## config.mk

```make
export PLATFORM = sky130hd
export DESIGN_NAME = branch_format_decoder
export DESIGN_NICKNAME = d
export VERILOG_FILES = /design/src/rtl/branch_decode_pkg.sv /design/src/rtl/decode_out_fifo.sv /design/src/rtl/branch_format_decoder.sv
export SDC_FILE = /design/constraint.sdc
export NUM_CORES = 1
export LEC_CHECK = 0
export ABC_AREA = 1
export CAP_MARGIN = 30
export CORE_UTILIZATION = 55
export DETAILED_ROUTE_END_ITERATION = 8
export GPL_TIMING_DRIVEN = 0
export PLACE_DENSITY = 0.89
export SLEW_MARGIN = 5
export SYNTH_ARGS = -nofsm -noshare
export SYNTH_HDL_FRONTEND = slang
export SYNTH_HIERARCHICAL = 1
export SYNTH_SLANG_ARGS = --single-unit
export TNS_END_PERCENT = 100
```

## constraint.sdc

```tcl
create_clock -name clock_i -period 17.75 [get_ports clock_i]
set_input_delay 4.4375 -clock clock_i [delete_from_list [all_inputs] [get_ports clock_i]]
set_output_delay 4.4375 -clock clock_i [all_outputs]
set_load 0.02 [all_outputs]
```

## src/rtl/branch_decode_pkg.sv

```systemverilog
// branch_decode_pkg: shared constants and queue-entry layout for the branch decoder
package branch_decode_pkg;
    localparam int addressWidth            = 64;
    localparam int instructionWidth        = 32;
    localparam int PidSize                 = 20;
    localparam int TidSize                 = 16;
    localparam int instructionCounterWidth = 64;
    localparam int instMinIdWidth          = 7;

    localparam logic [5:0] OP_B  = 6'd18;
    localparam logic [5:0] OP_BC = 6'd16;
    localparam logic [5:0] OP_XL = 6'd19;

    localparam logic [9:0] XO_BCLR  = 10'd16;
    localparam logic [9:0] XO_BCCTR = 10'd528;
    localparam logic [9:0] XO_BCTAR = 10'd560;

    localparam logic [2:0] FU_NONE   = 3'd0;
    localparam logic [2:0] FU_BRANCH = 3'd6;

    typedef struct packed {
        logic [5:0]                         opcode;
        logic [2:0]                         fu;
        logic [instructionCounterWidth-1:0] maj_id;
        logic [instMinIdWidth-1:0]          min_id;
        logic [PidSize-1:0]                 pid;
        logic [TidSize-1:0]                 tid;
        logic                               is64;
        logic [4:0]                         bo;
        logic [4:0]                         bi;
        logic [1:0]                         bh;
        logic [addressWidth-1:0]            target;
        logic                               target_valid;
        logic                               ctr_dec;
        logic                               lr_write;
        logic                               lr_read;
        logic                               ctr_read;
        logic                               tar_read;
        logic                               illegal;
    } branch_entry_t;
endpackage

```

## src/rtl/decode_out_fifo.sv

```systemverilog
// decode_out_fifo: generic synchronous FIFO with async reset and sync flush
module decode_out_fifo #(
    parameter int WIDTH = 8,
    parameter int DEPTH = 2
) (
    input  logic             clock_i,
    input  logic             reset_i,
    input  logic             flush_i,
    input  logic             push_i,
    input  logic             pop_i,
    input  logic [WIDTH-1:0] data_i,
    output logic [WIDTH-1:0] data_o,
    output logic             full_o,
    output logic             empty_o
);
    localparam int AW = DEPTH > 1 ? $clog2(DEPTH) : 1;
    localparam int CW = $clog2(DEPTH + 1);

    logic [WIDTH-1:0] mem_q [DEPTH];
    logic [AW-1:0]    wr_q, rd_q;
    logic [CW-1:0]    cnt_q;
    logic             do_push, do_pop;

    function automatic logic [AW-1:0] nxt(input logic [AW-1:0] p);
        return (p == AW'(DEPTH - 1)) ? '0 : p + 1'b1;
    endfunction

    assign full_o  = cnt_q == CW'(DEPTH);
    assign empty_o = cnt_q == '0;
    assign do_push = push_i && !full_o;
    assign do_pop  = pop_i && !empty_o;
    assign data_o  = mem_q[rd_q];

    // storage, pointers and occupancy; reset also clears storage so outputs read 0
    always_ff @(posedge clock_i or posedge reset_i) begin
        if (reset_i) begin
            wr_q  <= '0;
            rd_q  <= '0;
            cnt_q <= '0;
            for (int i = 0; i < DEPTH; i++) mem_q[i] <= '0;
        end else if (flush_i) begin
            wr_q  <= '0;
            rd_q  <= '0;
            cnt_q <= '0;
        end else begin
            if (do_push) begin
                mem_q[wr_q] <= data_i;
                wr_q        <= nxt(wr_q);
            end
            if (do_pop) rd_q <= nxt(rd_q);
            cnt_q <= cnt_q + CW'(do_push) - CW'(do_pop);
        end
    end
endmodule

```

## src/rtl/branch_format_decoder.sv

```systemverilog
// branch_format_decoder: decodes I/B/XL-form branches into a valid/ready output queue
module branch_format_decoder
    import branch_decode_pkg::*;
#(
    parameter int         OUT_DEPTH    = 2,
    parameter int         CNT_W        = 16,
    parameter logic [2:0] BranchUnitID = FU_BRANCH
) (
    input  logic                               clock_i,
    input  logic                               reset_i,
    input  logic                               flush_i,
    input  logic                               valid_i,
    output logic                               ready_o,
    input  logic [instructionWidth-1:0]        instruction_i,
    input  logic [addressWidth-1:0]            instructionAddress_i,
    input  logic                               is64Bit_i,
    input  logic [PidSize-1:0]                 instructionPid_i,
    input  logic [TidSize-1:0]                 instructionTid_i,
    input  logic [instructionCounterWidth-1:0] instructionMajId_i,
    output logic                               valid_o,
    input  logic                               ready_i,
    output logic [5:0]                         opcode_o,
    output logic [2:0]                         functionalUnitType_o,
    output logic [instructionCounterWidth-1:0] instMajId_o,
    output logic [instMinIdWidth-1:0]          instMinId_o,
    output logic [PidSize-1:0]                 instPid_o,
    output logic [TidSize-1:0]                 instTid_o,
    output logic                               is64Bit_o,
    output logic [4:0]                         bo_o,
    output logic [4:0]                         bi_o,
    output logic [1:0]                         bh_o,
    output logic [addressWidth-1:0]            target_o,
    output logic                               targetValid_o,
    output logic                               ctrDec_o,
    output logic                               lrWrite_o,
    output logic                               lrRead_o,
    output logic                               ctrRead_o,
    output logic                               tarRead_o,
    output logic                               illegal_o,
    output logic [CNT_W-1:0]                   decodedCount_o,
    output logic [CNT_W-1:0]                   illegalCount_o
);
    branch_entry_t           ent, head;
    logic [5:0]              op;
    logic [9:0]              xo;
    logic [4:0]              bo_f;
    logic                    is_b, is_bc, is_xl, is_bclr, is_bcctr, is_bctar, bad;
    logic [addressWidth-1:0] imm, sum;
    logic                    accept, fifo_full, fifo_empty;
    logic [CNT_W-1:0]        dec_q, dec_d, ill_q, ill_d;

    // instruction bit k (MSB-first numbering) lives at instruction_i[31-k]
    assign op       = instruction_i[31:26];
    assign xo       = instruction_i[10:1];
    assign bo_f     = instruction_i[25:21];
    assign is_b     = op == OP_B;
    assign is_bc    = op == OP_BC;
    assign is_xl    = op == OP_XL;
    assign is_bclr  = is_xl && xo == XO_BCLR;
    assign is_bcctr = is_xl && xo == XO_BCCTR;
    assign is_bctar = is_xl && xo == XO_BCTAR;
    assign bad      = !(is_b || is_bc || is_xl)
                    || (is_xl && !(is_bclr || is_bcctr || is_bctar))
                    || (is_bcctr && !bo_f[2])
                    || (is_xl && instruction_i[15:13] != 3'b000);
    assign imm      = is_b ? {{38{instruction_i[25]}}, instruction_i[25:2], 2'b00}
                           : {{48{instruction_i[15]}}, instruction_i[15:2], 2'b00};
    assign sum      = instruction_i[1] ? imm : instructionAddress_i + imm;

    // build the queue entry for the instruction currently on the input
    always_comb begin
        ent              = '0;
        ent.opcode       = op;
        ent.fu           = bad ? FU_NONE : BranchUnitID;
        ent.maj_id       = instructionMajId_i;
        ent.pid          = instructionPid_i;
        ent.tid          = instructionTid_i;
        ent.is64         = is64Bit_i;
        ent.bo           = is_b ? 5'b10100 : (is_bc || is_xl) ? bo_f : 5'b0;
        ent.bi           = (is_bc || is_xl) ? instruction_i[20:16] : 5'b0;
        ent.bh           = is_xl ? instruction_i[12:11] : 2'b0;
        ent.target       = !(is_b || is_bc) ? '0 : is64Bit_i ? sum : {32'b0, sum[31:0]};
        ent.target_valid = is_b || is_bc;
        ent.ctr_dec      = !bad && (is_bc || (is_xl && !is_bcctr)) && !bo_f[2];
        ent.lr_write     = !bad && instruction_i[0];
        ent.lr_read      = !bad && is_bclr;
        ent.ctr_read     = !bad && is_bcctr;
        ent.tar_read     = !bad && is_bctar;
        ent.illegal      = bad;
    end

    assign ready_o = !fifo_full;
    assign valid_o = !fifo_empty;
    assign accept  = valid_i && ready_o && !flush_i;

    decode_out_fifo #(.WIDTH($bits(branch_entry_t)), .DEPTH(OUT_DEPTH)) u_fifo (
        .clock_i (clock_i),
        .reset_i (reset_i),
        .flush_i (flush_i),
        .push_i  (accept),
        .pop_i   (valid_o && ready_i),
        .data_i  (ent),
        .data_o  (head),
        .full_o  (fifo_full),
        .empty_o (fifo_empty)
    );

    assign dec_d = (accept && !bad && dec_q != '1) ? dec_q + 1'b1 : dec_q;
    assign ill_d = (accept && bad && ill_q != '1) ? ill_q + 1'b1 : ill_q;

    // saturating statistics counters, untouched by flush
    always_ff @(posedge clock_i or posedge reset_i) begin
        if (reset_i) begin
            dec_q <= '0;
            ill_q <= '0;
        end else begin
            dec_q <= dec_d;
            ill_q <= ill_d;
        end
    end

    assign opcode_o             = head.opcode;
    assign functionalUnitType_o = head.fu;
    assign instMajId_o          = head.maj_id;
    assign instMinId_o          = head.min_id;
    assign instPid_o            = head.pid;
    assign instTid_o            = head.tid;
    assign is64Bit_o            = head.is64;
    assign bo_o                 = head.bo;
    assign bi_o                 = head.bi;
    assign bh_o                 = head.bh;
    assign target_o             = head.target;
    assign targetValid_o        = head.target_valid;
    assign ctrDec_o             = head.ctr_dec;
    assign lrWrite_o            = head.lr_write;
    assign lrRead_o             = head.lr_read;
    assign ctrRead_o            = head.ctr_read;
    assign tarRead_o            = head.tar_read;
    assign illegal_o            = head.illegal;
    assign decodedCount_o       = dec_q;
    assign illegalCount_o       = ill_q;
endmodule

```

## Word-level counts from Yosys, hierarchy flattened

Index checks and enable logic that the tools add are counted.

| operators by class | value |
|---|---|
| bitwise operators | 3 |
| reductions and logical operators | 45 |
| shifts and indexed selects | 0 |
| multipliers | 0 |
| divide/modulo/power cells | 0 |
| muxes and demuxes | 22 |
| eq/ne operators | 9 |
| magnitude comparators | 3 |
| $add $sub $neg | 7 |

Operators with widths:

| kind | count |
|---|---|
| $mux 200 | 4 |
| $bwmux 400 | 1 |
| $mux 64 | 4 |
| $demux 200 s1 | 1 |
| $add 64x64->64 | 1 |
| $add 16x1->16 const B | 2 |
| $ne 16x16->1 const B | 2 |
| $logic_and 1x1->1 | 23 |
| $eq 10x10->1 const B | 2 |
| $eq 6x5->1 const B | 3 |
| $mux 5 | 3 |
| $eq 10x5->1 const B | 1 |
| $logic_or 1x1->1 | 9 |
| $logic_not 1->1 | 8 |
| $mux 1 | 6 |
| $ge 2x2->1 const B | 2 |
| $mux 2 | 2 |
| $not 1->2 | 2 |
| $reduce_bool 2->1 | 2 |
| $mux 3 | 1 |
| $reduce_bool 3->1 | 1 |
| $add 1x1->1 const B | 2 |
| $add 2x1->2 | 1 |
| $eq 2x2->1 const B | 1 |
| 5 further kinds | 5 |

| storage, ports and cells | value |
|---|---|
| latch bits | 0 |
| logic and storage cells | 96 |
| bits in registers | 436 |
| ROM bits | 0 |
| RAM bits | 0 |
| memories | 0 |

## Longest topological paths before layout

| depth | value |
|---|---|
| depth after elaboration | 13 |
| mapped depth | 23 |
| depth with buffers taken out | 23 |

## Hierarchy

The synthesis kept the hierarchy.

Modules (own cells, without submodules):

| module | cells each | sequential area each (µm²) | area an instance (µm²) | instances |
|---|---|---|---|---|
| decode_out_fifo | 2459 | 10109.7 | 19058.3 | 1 |
| branch_format_decoder | 1768 | 800.8 | 8854.7 | 1 |

## Least setup slack after synthesis

No wires, ideal clock.

| timing path | value |
|---|---|
| kind | input to register |
| start | input instruction_i[30] |
| end | register u_fifo/mem_q[266] in the netlist's numbering |
| setup slack | 10766 ps |
| buffers on the path | 0 |
| arrival time | 6866 ps |
| cell stages on the path | 21 |
| required time | 17633 ps |
| path through | inv_1 nor2_2 nand4_2 nand2_2 o21ai_2 inv_2 ha_1 nand2_1 inv_1 nand2_1 inv_1 a21oi_1 nand2_1 a21oi_1 nand2_1 nand2_1 nand3_1 nand2_1 inv_2 nand4_1 nand2_1 |

RTL lines:

| what | line | text |
|---|---|---|
| start: declaration | branch_format_decoder.sv:14 | `input logic [instructionWidth-1:0] instruction_i,` |
| end signal: indexed assignment | decode_out_fifo.sv:47 | `mem_q[wr_q] <= data_i;` |
| end: declaration | decode_out_fifo.sv:19 | `logic [WIDTH-1:0] mem_q [DEPTH];` |

==> flow_metrics.py <==
metrics = {
    "run_status": {
        "status": "finished, final reports clean",
    },
    "worst_hold_path": {
        "worst_hold_path_type": "flip-flop to flip-flop",
    },
    "placement": {
        "dp_worst_setup_slack_ps": 8970,
        "portBuffers": 434,
        "gp_routability_congestion": 0.980,
        "dp_hpwl_mm": 76.2,
    },
    "synthesis": {
        "synth-edff-count": 0,
        "synth_seq_area_share_pct": 39.1,
        "syn_avg_cell_area_um2": 6.60,
        "synth_top_area_cell": "sky130_fd_sc_hd__dfrtp_1",
        "synth_cell_type_count": 47,
        "syn-instance-count": 4227,
        "ys_ff_latch": 436,
        "yosys_warnings": 6,
        "synth-async-reset-ratio_pct": 100,
        "synth_ff_type": "sky130_fd_sc_hd__dfrtp_1",
        "post_synth_instance_area_mm2": 0.0279,
        "synth_top_area_share_pct": 39.1,
        "synth_top_cells_by_area": "sky130_fd_sc_hd__dfrtp_1, sky130_fd_sc_hd__nand2_1, sky130_fd_sc_hd__nand4_1, sky130_fd_sc_hd__inv_1, sky130_fd_sc_hd__ha_1",
    },
    "grt": {
        "grt_antenna_before_repair": 7,
        "grt.total_usage_pct": 39.2,
        "pin_count_of_the_biggest_net_entering_global_routing": 126,
        "number_of_global_route_vias_before_repair": 28500,
        "grt_first_pass_wirelength_mm": 156,
        "leftover_overflow_at_the_end_of_global_routing": 0,
    },
    "power_and_ir_drop": {
        "power_density_mw_per_mm2": 96.1,
        "power.net_switching_mw": 1.18,
        "power.total_mw": 3.35,
        "pwr-share-clk_pct": 29.7,
        "p_sw_share_pct": 35.3,
        "power.leakage_nw": 19.5,
        "p_comb_share_pct": 31.7,
        "internal_power_mw": 2.16,
        "p_seq_share_pct": 38.6,
        "vdd.ir_drop.worst_mv": 0.0695,
    },
    "floorplanning": {
        "start_util_pct": 55.8,
        "pin_count": 436,
        "die_width_um": 227,
        "placementRows": 82,
        "core_region_area_mm2": 0.0501,
        "die_footprint_mm2": 0.0517,
        "floorplan.die.height_um": 227,
    },
    "worst_setup_path": {
        "critical_path.endpoint_type": "flip-flop",
        "critPathArrivalTime_ps": 8820,
        "kind_of_launch_point_of_the_worst_setup_path": "input port",
        "crit_path_max_fanout": 43,
        "cp_num_buf_inv": 5,
        "cp.required_ps": 18220,
        "cp_cell_sequence": "clkdlybuf4s50_1 > inv_1 > nor2_2 > nand4_2 > o21ai_2 > inv_2 > ha_1 > nand2_1 > nor2_1 > inv_1 > nor3_1 > nand2_1 > nor3_1 > nand2_1 > nand3_1 > nand3_1 > nand2_1 > inv_1 > nand4_1 > nand2_1",
        "cp_top_family": "simple AND/OR/NAND/NOR gates",
        "slowest_delay_ps": 570,
        "worst_setup_path_type": "input port to flip-flop",
        "cp_slowest_cell": "sky130_fd_sc_hd__ha_1",
        "timing.critical_path.mode_cell": "sky130_fd_sc_hd__nand2_1",
    },
    "clocking": {
        "ctsHtreeMaxLevel": 2,
        "worstSkewPairLatency_ps": 580,
        "ctsResizeCount": 0,
        "cts_buffer_depth": 3,
        "cts_root_cell": "sky130_fd_sc_hd__clkbuf_16",
        "tritoncts": "done",
        "cts.repair_timing.setup_buffer_count": 0,
        "cts_hold_buffers": 0,
        "cts_buffers": 45,
        "tritoncts_sink_count": 436,
        "cts.clk_slew.worst_paths_ps": 60,
    },
    "routing": {
        "avgViaCountPerCell": 5.63,
        "dr_wl_met3_mm": 10.3,
        "drt_iter0_markers": 3825,
        "num_vias": 30600,
        "met2WireLength_mm": 47.1,
        "route.detailed.drc": 0,
        "first_pass_iteration_count_of_the_detailed_router": 7,
        "final_antenna_net_count": 0,
        "top_layer_used": "met5",
        "m1WireLength_mm": 39.2,
        "routed_wire_length_per_instance_um": 18.9,
        "drt_wl_total_mm": 103,
    },
    "timing": {
        "setup_viol": 0,
        "finalHoldViolCount": 0,
        "setup_tns_final_ps": 0,
        "post-route-min-period_ps": 8360,
        "timing.slew.headroom_pct": 34.1,
        "fin_crit_sh_pct": 47.1,
        "fin_worst_skew_ps": 11.7,
        "max_freq_ghz": 0.120,
        "setup_ws_ps": 9390,
        "final-max-slew-violation-count": 0,
        "worst-slew-pin-transition_ps": 984,
        "grt_setup_unrepaired": "false",
    },
    "finish": {
        "drive_above_1_share_pct": 6.01,
        "num-nets-final": 5003,
        "layout_commonest_cell": "sky130_fd_sc_hd__nand2_1",
        "synthToLayoutAreaGrowth_pct": 24.8,
        "commonest_non_fill_non_tap_cells_in_the_layout": "sky130_fd_sc_hd__nand2_1, sky130_fd_sc_hd__dfrtp_1, sky130_fd_sc_hd__clkdlybuf4s50_1",
    },
    "flow_run": {
        "drv_cap": 0,
    },
}
==> power groups by stage <==
stage,Sequential [mW],Clock [mW],Combinational (mW)
floorplan,1.29,0,0.598
global placement,1.29,0,1.01
detailed placement,1.30,0,1.04
CTS,1.28,0.997,1.05
global route,1.31,1.04,1.15
finish,1.29,0.996,1.06
==> flip-flops by register name (all words and copies together) (netlist names) <==
name and flops:
u_fifo/wr_q 1, u_fifo/mem_q 400, decodedCount_o 16, illegalCount_o 16, u_fifo/rd_q 1, u_fifo/cnt_q 2
==> per-layer routing <==
layer / vias to the layer above / GRT usage, %
li1: 14300 / -
met1: 14100 / 49.7
met5: - / 0
met3: 354 / 7.90
met4: 4 / 21.6
met2: 1806 / 62.6
==> Yosys cell counts, drive strengths merged (20+ instances only) <==
cell	count
nand2	2104
inv	437
dfrtp	436
nand4	428
buf	184
nor2	172
nand3	113
a21oi	74
ha	73
clkbuf	59
o21ai	47
xor2	32
nor3	20
==> worst min-delay path, stage by stage, from the launching register on <==
cell	delay, ps
sky130_fd_sc_hd__dfrtp_1	340
sky130_fd_sc_hd__nand2_1	50
sky130_fd_sc_hd__nand2_1	50
==> through the flow <==
stage          utilization (%)  cells  hold slack (ps)  cell area, um2
2_1_floorplan                -   4242              442           28000
3_3_place_gp              66.2   5348              453           33200
3_5_place_dp              66.5   5352              458           33300
4_1_cts                   69.5   5432              473           34800
5_1_grt                   69.6   5436              480           34800
6_report                  69.6   5438              471           34800
==> final cells by class <==
type / count / area (um2)
flip-flops and latches: 436 / 10900
well taps: 672 / 841
inverters: 438 / 1660
repair buffers: 438 / 4450
fillers: 4230 / 15200
multi-input cells: 3125 / 14200
clock buffers: 60 / 1290
clock inverters: 20 / 248
diodes: 6 / 15.0
plain buffers: 243 / 1170
==> cells by family after synthesis <==
logic type,count (synthesis),synth area share [%]
flip-flops,436,39.1
AO/OA/AOI/OAI,137,2.66
adder cells (fa/ha/maj),74,3.34
other,1,0.0134
buffers and inverters,681,10.1
AND/OR/NAND/NOR,2852,43.3
XOR/XNOR,46,1.47
==> worst paths after layout <==
check,start,to,slack [ps],cells past startpoint
setup / recovery,instruction_i[30],u_fifo/mem_q[268],9390,20
hold / removal,u_fifo/mem_q[71],u_fifo/mem_q[71],470,2
setup reg to reg,u_fifo/cnt_q[1],u_fifo/cnt_q[1],13170,14
hold reg to reg,u_fifo/mem_q[71],u_fifo/mem_q[71],470,2
max in group asynchronous,reset_i,u_fifo/mem_q[214],11930,4
min in group asynchronous,reset_i,u_fifo/mem_q[102],4320,2
(Power assumes the default switching activity.)
